==> config.mk <==
export PLATFORM = sky130hd
export DESIGN_NAME = cv32e40px_clock_en_ctrl
export DESIGN_NICKNAME = d
export VERILOG_FILES = /design/src/rtl/cv32e40px_pkg.sv /design/src/rtl/cv32e40px_outstanding_cnt.sv /design/src/rtl/cv32e40px_clock_en_ctrl.sv
export SDC_FILE = /design/constraint.sdc
export NUM_CORES = 1
export LEC_CHECK = 0
export BUFFER_PORTS_ARGS = -buffer_cell sky130_fd_sc_hd__buf_2
export CAP_MARGIN = 20
export CELL_PAD_IN_SITES_DETAIL_PLACEMENT = 1
export CELL_PAD_IN_SITES_GLOBAL_PLACEMENT = 2
export CORE_MARGIN = 3
export CORE_UTILIZATION = 31
export CTS_CLUSTER_SIZE = 16
export DETAILED_ROUTE_END_ITERATION = 8
export PLACE_DENSITY = 0.77
export SYNTH_ARGS = -nofsm -noshare
export SYNTH_HDL_FRONTEND = slang
export SYNTH_HIERARCHICAL = 1
export SYNTH_SLANG_ARGS = --single-unit
==> constraint.sdc <==
create_clock -name clk_ungated_i -period 1.7 [get_ports clk_ungated_i]
set_input_delay 0.34 -clock clk_ungated_i [delete_from_list [all_inputs] [get_ports clk_ungated_i]]
set_output_delay 0.34 -clock clk_ungated_i [all_outputs]
set_load 0.03 [all_outputs]
==> src/rtl/cv32e40px_pkg.sv <==
// -----------------------------------------------------------------------------
// cv32e40px_pkg
// Shared package for the cv32e40px clock-enable controller slice.
// Provides the controller state encoding and the width of the idle
// hysteresis counter.
// No ports (package only).
// -----------------------------------------------------------------------------
package cv32e40px_pkg;

    // Controller states. The 3-bit encoding is fixed so that the state
    // register width does not depend on the tool's enum sizing.
    typedef enum logic [2:0] {
        OFF   = 3'd0,
        RUN   = 3'd1,
        DRAIN = 3'd2,
        SLEEP = 3'd3,
        WAKE  = 3'd4
    } clk_en_state_e;

    // Width of the idle hysteresis counter. It is wide enough for IDLE_HYST
    // values up to 255.
    localparam int CLK_EN_HYST_W = 8;

endpackage

==> src/rtl/cv32e40px_outstanding_cnt.sv <==
// -----------------------------------------------------------------------------
// cv32e40px_outstanding_cnt
// Saturating up/down counter of outstanding data-bus transactions, with a
// sticky protocol-error flag.
// Ports:
//   clk      - free-running clock
//   rst_n    - asynchronous active-low reset
//   inc      - a request was granted this cycle
//   dec      - a response (rvalid) arrived this cycle
//   err_set  - external request to set the sticky error flag
//   count    - current outstanding count
//   err      - sticky protocol error (cleared only by reset)
// -----------------------------------------------------------------------------
module cv32e40px_outstanding_cnt #(
    parameter  int MAX_OUTSTANDING = 2,
    localparam int CNT_W           = $clog2(MAX_OUTSTANDING + 1)
) (
    input  logic             clk,
    input  logic             rst_n,
    input  logic             inc,
    input  logic             dec,
    input  logic             err_set,
    output logic [CNT_W-1:0] count,
    output logic             err
);

    localparam logic [CNT_W-1:0] MAX_CNT = CNT_W'(MAX_OUTSTANDING);

    // A grant and a response in the same cycle cancel out. An increment past
    // the maximum or a decrement below zero is a bus protocol violation:
    // the count holds its value and the error flag is latched until reset.
    always_ff @(posedge clk or negedge rst_n) begin
        if (!rst_n) begin
            count <= '0;
            err   <= 1'b0;
        end else begin
            if (err_set) begin
                err <= 1'b1;
            end
            unique case ({inc, dec})
                2'b10: begin
                    if (count == MAX_CNT) begin
                        err <= 1'b1;
                    end else begin
                        count <= count + CNT_W'(1);
                    end
                end
                2'b01: begin
                    if (count == '0) begin
                        err <= 1'b1;
                    end else begin
                        count <= count - CNT_W'(1);
                    end
                end
                default: begin
                end
            endcase
        end
    end

endmodule

==> src/rtl/cv32e40px_clock_en_ctrl.sv <==
// -----------------------------------------------------------------------------
// cv32e40px_clock_en_ctrl
// Clock-enable controller placed directly in front of the core clock-gate
// cell. It runs on the ungated clock and decides when the core clock may be
// stopped (after WFI once the pipeline and bus traffic have drained) and when
// it must restart (interrupt or debug request).
// Ports:
//   clk_ungated_i   - free-running clock
//   rst_n           - asynchronous active-low reset
//   fetch_enable_i  - level; first high sample is latched sticky
//   wfi_i           - single-cycle pulse, core retired WFI
//   core_busy_i     - pipeline busy
//   data_req_i      - data-bus request
//   data_gnt_i      - data-bus grant
//   data_rvalid_i   - data-bus response valid
//   irq_pending_i   - enabled interrupt pending
//   debug_req_i     - debug request
//   clock_en_o      - enable to the clock gate (registered)
//   core_sleep_o    - core asleep with the clock stopped (registered)
//   wake_o          - single-cycle pulse on wake (registered)
//   outstanding_o   - outstanding data-bus transaction count
//   protocol_err_o  - sticky bus-protocol error flag
// -----------------------------------------------------------------------------
module cv32e40px_clock_en_ctrl
    import cv32e40px_pkg::*;
#(
    parameter  int IDLE_HYST       = 4,
    parameter  int MAX_OUTSTANDING = 2,
    localparam int CNT_W           = $clog2(MAX_OUTSTANDING + 1)
) (
    input  logic             clk_ungated_i,
    input  logic             rst_n,
    input  logic             fetch_enable_i,
    input  logic             wfi_i,
    input  logic             core_busy_i,
    input  logic             data_req_i,
    input  logic             data_gnt_i,
    input  logic             data_rvalid_i,
    input  logic             irq_pending_i,
    input  logic             debug_req_i,
    output logic             clock_en_o,
    output logic             core_sleep_o,
    output logic             wake_o,
    output logic [CNT_W-1:0] outstanding_o,
    output logic             protocol_err_o
);

    localparam logic [CLK_EN_HYST_W-1:0] HYST_LAST = CLK_EN_HYST_W'(IDLE_HYST - 1);

    clk_en_state_e            state_q;
    clk_en_state_e            state_d;
    logic                     fetch_en_q;
    logic [CLK_EN_HYST_W-1:0] hyst_q;
    logic [CLK_EN_HYST_W-1:0] hyst_d;
    logic                     wake_cond;
    logic                     granted;
    logic                     idle;
    logic                     asleep;
    logic [CNT_W-1:0]         outstanding;

    assign wake_cond = irq_pending_i | debug_req_i;
    assign granted   = data_req_i & data_gnt_i;
    assign idle      = !core_busy_i && (outstanding == '0) && !granted;
    assign asleep    = (state_q == SLEEP);

    // While asleep the bus inputs are ignored for counting purposes; a
    // response arriving with the clock stopped is still flagged as an error.
    cv32e40px_outstanding_cnt #(
        .MAX_OUTSTANDING (MAX_OUTSTANDING)
    ) u_outstanding_cnt (
        .clk     (clk_ungated_i),
        .rst_n   (rst_n),
        .inc     (granted & !asleep),
        .dec     (data_rvalid_i & !asleep),
        .err_set (data_rvalid_i & asleep),
        .count   (outstanding),
        .err     (protocol_err_o)
    );

    assign outstanding_o = outstanding;

    // Next-state and hysteresis logic. In DRAIN a wake condition wins over
    // idle counting; SLEEP is entered on the cycle the counter would reach
    // IDLE_HYST, so the earliest WFI-to-SLEEP latency is IDLE_HYST+1 cycles.
    always_comb begin
        state_d = state_q;
        hyst_d  = hyst_q;
        unique case (state_q)
            OFF: begin
                if (fetch_enable_i || fetch_en_q) begin
                    state_d = RUN;
                end
            end
            RUN: begin
                if (wfi_i && !wake_cond) begin
                    state_d = DRAIN;
                    hyst_d  = '0;
                end
            end
            DRAIN: begin
                if (wake_cond) begin
                    state_d = RUN;
                end else if (!idle) begin
                    hyst_d = '0;
                end else if (hyst_q == HYST_LAST) begin
                    state_d = SLEEP;
                end else begin
                    hyst_d = hyst_q + CLK_EN_HYST_W'(1);
                end
            end
            SLEEP: begin
                if (wake_cond) begin
                    state_d = WAKE;
                end
            end
            WAKE: begin
                state_d = RUN;
            end
            default: begin
                state_d = OFF;
            end
        endcase
    end

    // State, sticky fetch enable and the outputs. The outputs are decoded
    // from the next state and registered so that clock_en_o can only change
    // on a rising edge of the ungated clock and never glitches.
    always_ff @(posedge clk_ungated_i or negedge rst_n) begin
        if (!rst_n) begin
            state_q      <= OFF;
            fetch_en_q   <= 1'b0;
            hyst_q       <= '0;
            clock_en_o   <= 1'b0;
            core_sleep_o <= 1'b0;
            wake_o       <= 1'b0;
        end else begin
            state_q      <= state_d;
            hyst_q       <= hyst_d;
            if (fetch_enable_i) begin
                fetch_en_q <= 1'b1;
            end
            clock_en_o   <= (state_d == RUN) || (state_d == DRAIN) || (state_d == WAKE);
            core_sleep_o <= (state_d == SLEEP);
            wake_o       <= (state_d == WAKE);
        end
    end

endmodule

Word-level counts from Yosys, hierarchy flattened
Cells that the tools add are included.

Add/subtract/negate cells: 3. $mul: 0. Divide/modulo/power cells: 0. $lt $le $gt $ge: 0. Eq/ne operators: 17. Shift operators: 0. Muxes and demuxes: 19. Bitwise operators: 5. Reduce and logical (&&, ||, !) cells: 16.

Operators with widths (count): 2-to-1 mux 8 bit (4); 2-to-1 mux 3 bit (6); one-hot mux 8 bit (2 select lines) (1); one-hot mux 3 bit (5 select lines) (1); equality test 3 x 2 -> 1 bit (second input constant) (4); adder 8 x 1 -> 8 bit (second input constant) (1); equality test 8 x 2 -> 1 bit (second input constant) (1); inequality test 2 bit (second input constant) (4); equality test 3 x 1 -> 1 bit (second input constant) (2); equality test 3 bit (second input constant) (2); AND 1 bit (4); equality test 2 bit (second input constant) (2); zero test 1 bit (4); 2-to-1 mux 2 bit (2); one-hot mux 2 bit (2 select lines) (1); AND reduction 4 bit (1); nonzero test 2 bit (2); logical AND 1 bit (3); zero test 3 bit (1); logical OR 1 bit (3); 2-to-1 mux 1 bit (3); inequality test 3 bit (second input constant) (1); AND reduction 3 bit (1); adder 2 x 1 -> 2 bit (second input constant) (1); other kinds (5) (5).

Bits in registers: 18. Bits in latches: 0. RAM bits: 0. Memory bits (read-only): 0. Bits of input ports: 10. Output and inout port bits: 6. Word-level logic and storage cells: 68. Memories kept: 0.

Longest topological paths before layout
Depth after elaboration: 9. Gate-level depth with buffers: 8. Depth with buffers taken out: 8.

Hierarchy
Netlist, hierarchy kept.

By module, submodules not included: cv32e40px_clock_en_ctrl (times used 1, cells each 90, area an instance 865.8 µm², seq. area each 375.4 µm²); cv32e40px_outstanding_cnt (times used 1, cells each 22, area an instance 193.9 µm², seq. area each 75.1 µm²).

Worst setup path after synthesis
OpenSTA, ideal clock, no wires.

Kind: reg2reg. Start point: reg u_outstanding_cnt.count[1]. End point: reg hyst_q[5]. Setup time: 0.092 ns. Data arrival time: 1.849 ns. Data required time: 1.608 ns. Slack: -0.241 ns. Cell stages (with the launch flop): 6. Path buffers: 1. Clock period less this slack: 1.941 ns. Cell sequence: dfrtp_1 > or4b_1 > buf_2 > a211oi_4 > nand2_2 > o31ai_2.

Longest elaborated chain between the ends: 6. Elaborated cells between the ends (all ways): 8. Those cells by class: 1 x eq/ne; 3 x mux; 4 x reduce/logical.

RTL lines: start: declaration (RTL line cv32e40px_outstanding_cnt.sv:23) `output logic [CNT_W-1:0] count,`; start signal: assignment (RTL line cv32e40px_outstanding_cnt.sv:45) `count <= count + CNT_W'(1);`; start signal: assignment (RTL line cv32e40px_outstanding_cnt.sv:52) `count <= count - CNT_W'(1);`; zero test 2 bit * (RTL line cv32e40px_clock_en_ctrl.sv:63) `assign idle = !core_busy_i && (outstanding == '0) && !granted;`; logical AND 1 bit * (2 in a row) (RTL line cv32e40px_clock_en_ctrl.sv:63); 2-to-1 mux 8 bit (RTL line cv32e40px_clock_en_ctrl.sv:103) `end else if (!idle) begin`; 2-to-1 mux 8 bit (RTL line cv32e40px_clock_en_ctrl.sv:101) `if (wake_cond) begin`; one-hot mux 8 bit (2 select lines) (RTL line cv32e40px_clock_en_ctrl.sv:88) `unique case (state_q)`; end signal: assignment (RTL line cv32e40px_clock_en_ctrl.sv:138) `hyst_q <= hyst_d;`; end: declaration (RTL line cv32e40px_clock_en_ctrl.sv:53) `logic [CLK_EN_HYST_W-1:0] hyst_q;`.

Every way passes the cells marked *; elsewhere a longest branch is shown, timed or not. The select of a mux whose other input is x is not followed. A chain may end at the register's enable or synchronous reset.

Worst setup path in the final report
Start point: reg hyst_q[0]. End point: reg hyst_q[1].

Longest elaborated chain between the ends: 5. Elaborated cells between the ends (all ways): 8. Those cells by class: 1 x add/sub; 2 x eq/ne; 4 x mux; 1 x reduce/logical.

RTL lines: adder 8 x 1 -> 8 bit (RTL line cv32e40px_clock_en_ctrl.sv:108) `hyst_d = hyst_q + CLK_EN_HYST_W'(1);`; 2-to-1 mux 8 bit (RTL line cv32e40px_clock_en_ctrl.sv:105) `end else if (hyst_q == HYST_LAST) begin`; 2-to-1 mux 8 bit (RTL line cv32e40px_clock_en_ctrl.sv:103); 2-to-1 mux 8 bit (RTL line cv32e40px_clock_en_ctrl.sv:101); one-hot mux 8 bit (2 select lines) (RTL line cv32e40px_clock_en_ctrl.sv:88).

Several ways; a longest one is shown, not always the timed one. The select of a mux whose other input is x is not followed.

==> run_results.csv <==
group,metric,value,unit
clocking,cts_root_buf,"clkbuf_4",
sta,setup_violations,0,
synthesis,yosysTopAreaCell,"dfrtp_1",
detailed_routing,first_iter_violations,36,
layout,drive_gt1_share,46.8,%
clocking,cts_sinks,18,
floorplanning,core,3150,um2
detailed_routing,dr.pass1.iters,4,
layout,diodes,0,
layout,finalInstanceArea,1530,um2
grt,grt_pass1_vias,1078,
pwr,leakagePower,0.653,nW
floorplanning,start_util,33.6,%
grt,grt_remaining_overflow,0,
layout,fin_util,48.5,%
detailed_routing,wire_per_inst,14.9,um
sta,rsz0062_at_grt,"true",
placed_design,dpl_cell_area,1340,um2
clocking,worstSkewPairLatency,0.30,ns
synthesis,synth_edf_count,0,
pwr,p_seq_share,46.2,%
pwr,total_power,1.01,mW
synthesis,synth_area_leaders,"dfrtp_1 43%, ha_1 3.5%, o31ai_2 3.5%",
clocking,htreeDepth,1,
synthesis,synth_fp_nets,125,
pwr,peakVddDrop,0.422,mV
sta,period_share,96.9,%
synthesis,synthArstFlopShare,100,%
clocking,clockBufferDepth,2,
layout,nets,170,
synthesis,yosysWarnings,6,
grt,grt_max_degree,19,
sta,period_needed,1.65,ns
synthesis,yosysTopAreaCellShare,42.5,%
detailed_routing,routed_wl,2.98,mm
hold_path,min_path_cells,2,
hold_path,min_path_type,"in -> reg",
clocking,tritoncts,"done",
floorplanning,io-pin-count,16,
layout,mostFrequentLayoutCells,"25 x buf_4, 16 x dfrtp_1, 15 x buf_2",
synthesis,syn-instance-count,112,
detailed_routing,detailroute.via_count,1028,
sta,finalHoldViolCount,0,
placed_design,portBuffers,15,
run,drv_cap,0,
pwr,p_sw,0.301,mW
floorplanning,die_area,4160,um2
sta,finalClockSkew,0.0125,ns
placed_design,gp_congestion,0.865,
sta,fmax,607,MHz
synthesis,synth-seq-cells,18,
hold_path,worstHoldStart,"fetch_enable_i",
floorplanning,num_rows,20,
pwr,combinationalPowerShare,27.1,%
setup_path,critPathMaxFanout,5,
setup_path,cp_data_arrival_time,1.87,ns
pwr,power_density,659,nW/um2
floorplanning,die_h,64.5,um
grt,antenna_found_initial,0,
layout,area_delta_synth_final,44.3,%
pwr,swShare,29.8,%
synthesis,synth_cell_types,45,
sta,tightest_slew,0.438,ns
setup_path,start_kind,"flip-flop",
run_status,status,"complete, no violations",
placed_design,dp_hpwl,2.23,mm
sta,drv_slew,0,
synthesis,synth_ff_type,"dfrtp_1",
setup_path,critPathKind,"reg -> reg",
setup_path,r2r_cells,5,
detailed_routing,avgViaCountPerCell,5.14,
detailed_routing,route.detailed.drc,0,
grt,grt_pass1_wl,5.06,mm
synthesis,syn_avg_cell_area,9.46,um2
synthesis,seq_area_frac_synth,42.5,%
grt,track_usage,15.7,%
setup_path,timing.rr.start,"hyst_q[0]",
detailed_routing,ant_nets,0,
clocking,numCtsBuffers,3,
layout,mostFrequentLayoutCell,"buf_4",
pwr,power.share.clock,26.7,%
pwr,cell_internal_pwr,0.707,mW
sta,max-slew-margin-rel,70.8,%
clocking,cts.clk_slew.worst_paths,0.11,ns
setup_path,worstPathRequired,1.92,ns
setup_path,end_kind,"flip-flop",
floorplanning,die_w,64.5,um
setup_path,critPathLaunch,"hyst_q[0]",
synthesis,netlist_area,1060,um2
sta,hold_slack,0.239,ns
[per-layer routing]
layer  share of wire (%)  track usage (%)  wire length, um
met1                  45             19.7             1350
met2                  51             27.4             1510
met3                 3.0             4.16               89
met4                0.84             2.37               25
met5                   0                0                0
[sequential cells by signal, indices dropped and copies added, names as in the netlist]
name / cells
u_outstanding_cnt/count: 2
wake_o: 1
clock_en_o: 1
core_sleep_o: 1
hyst_q: 8
state_q: 3
u_outstanding_cnt/err: 1
fetch_en_q: 1
[through the flow]
| stage | std cells | setup TNS, ns | setup slack [ns] |
|---|---|---|---|
| 3_5_place_dp | 189 | -0.666 | -0.141 |
| 4_1_cts | 196 | 0 | 0.0000522 |
| 5_1_grt | 200 | -0.161 | -0.0448 |
| 6_report | 200 | 0 | 0.0535 |
| 2_1_floorplan | 112 | -0.279 | -0.0666 |
| 3_3_place_gp | 189 | -0.346 | -0.0579 |
[power by group through the flow]
stage | Sequential [mW] | Clock [mW] | Combinational [mW]
2_1_floorplan | 0.499 | 0 | 0.0944
3_3_place_gp | 0.471 | 0 | 0.217
3_5_place_dp | 0.473 | 0 | 0.225
4_1_cts | 0.464 | 0.281 | 0.240
5_1_grt | 0.468 | 0.297 | 0.302
6_report | 0.466 | 0.269 | 0.273
[synthesized netlist by cell type (2+ instances only)]
master	n
a21oi_1	4
and2_1	2
and3_1	2
dfrtp_1	18
ha_1	3
inv_1	5
nand2_1	6
nand2b_1	2
nand3_1	4
nand4_1	2
nor2_1	7
nor2b_1	4
nor3_1	6
nor3b_1	2
nor4_1	3
o21ai_0	7
o21ai_1	4
o31ai_2	3
or4b_1	2
[layout make-up]
class,count,area [um2]
tap,44,55.1
sequential,18,453
timing repair buffer,42,284
fill,391,1620
inverter,6,22.5
clock buffer,4,36.3
multi-input combinational,86,678
[worst paths after layout]
| kind | slack, ns | to |
|---|---|---|
| max | 0.05 | hyst_q[1] |
| min | 0.24 | fetch_en_q |
| max reg2reg | 0.05 | hyst_q[1] |
| min reg2reg | 0.48 | fetch_en_q |
| max in group asynchronous | 0.87 | u_outstanding_cnt/count[1] |
| min in group asynchronous | 0.49 | fetch_en_q |
[worst max-delay path: stages (launching register included)]
cell and delay [ns]:
dfrtp_1 0.38, ha_2 0.18, or3b_4 0.39, nor4_4 0.34, a21oi_4 0.09, o211ai_1 0.19
[kinds of logic (layout without fill, tap and decap cells)]
logic type	after synthesis	in the layout	share of synthesized area, %
AO/OA/AOI/OAI	29	29	20.4
XOR/XNOR	1	1	0.827
adder cells (fa/ha/maj)	3	3	3.54
buffers and inverters	8	52	2.95
flip-flops	18	18	42.5
multiplexers	1	1	0.945
AND/OR/NAND/NOR	52	52	28.8
[timing repair]
item	in CTS	in global routing
resized for setup	4	21
endpoints found under the hold margin	18	0
pin swaps	4	6
hold buffers	1	0
buffers inserted	2	4
setup endpoints to repair	7	11
Note: power is estimated with default switching activity, not from simulation.
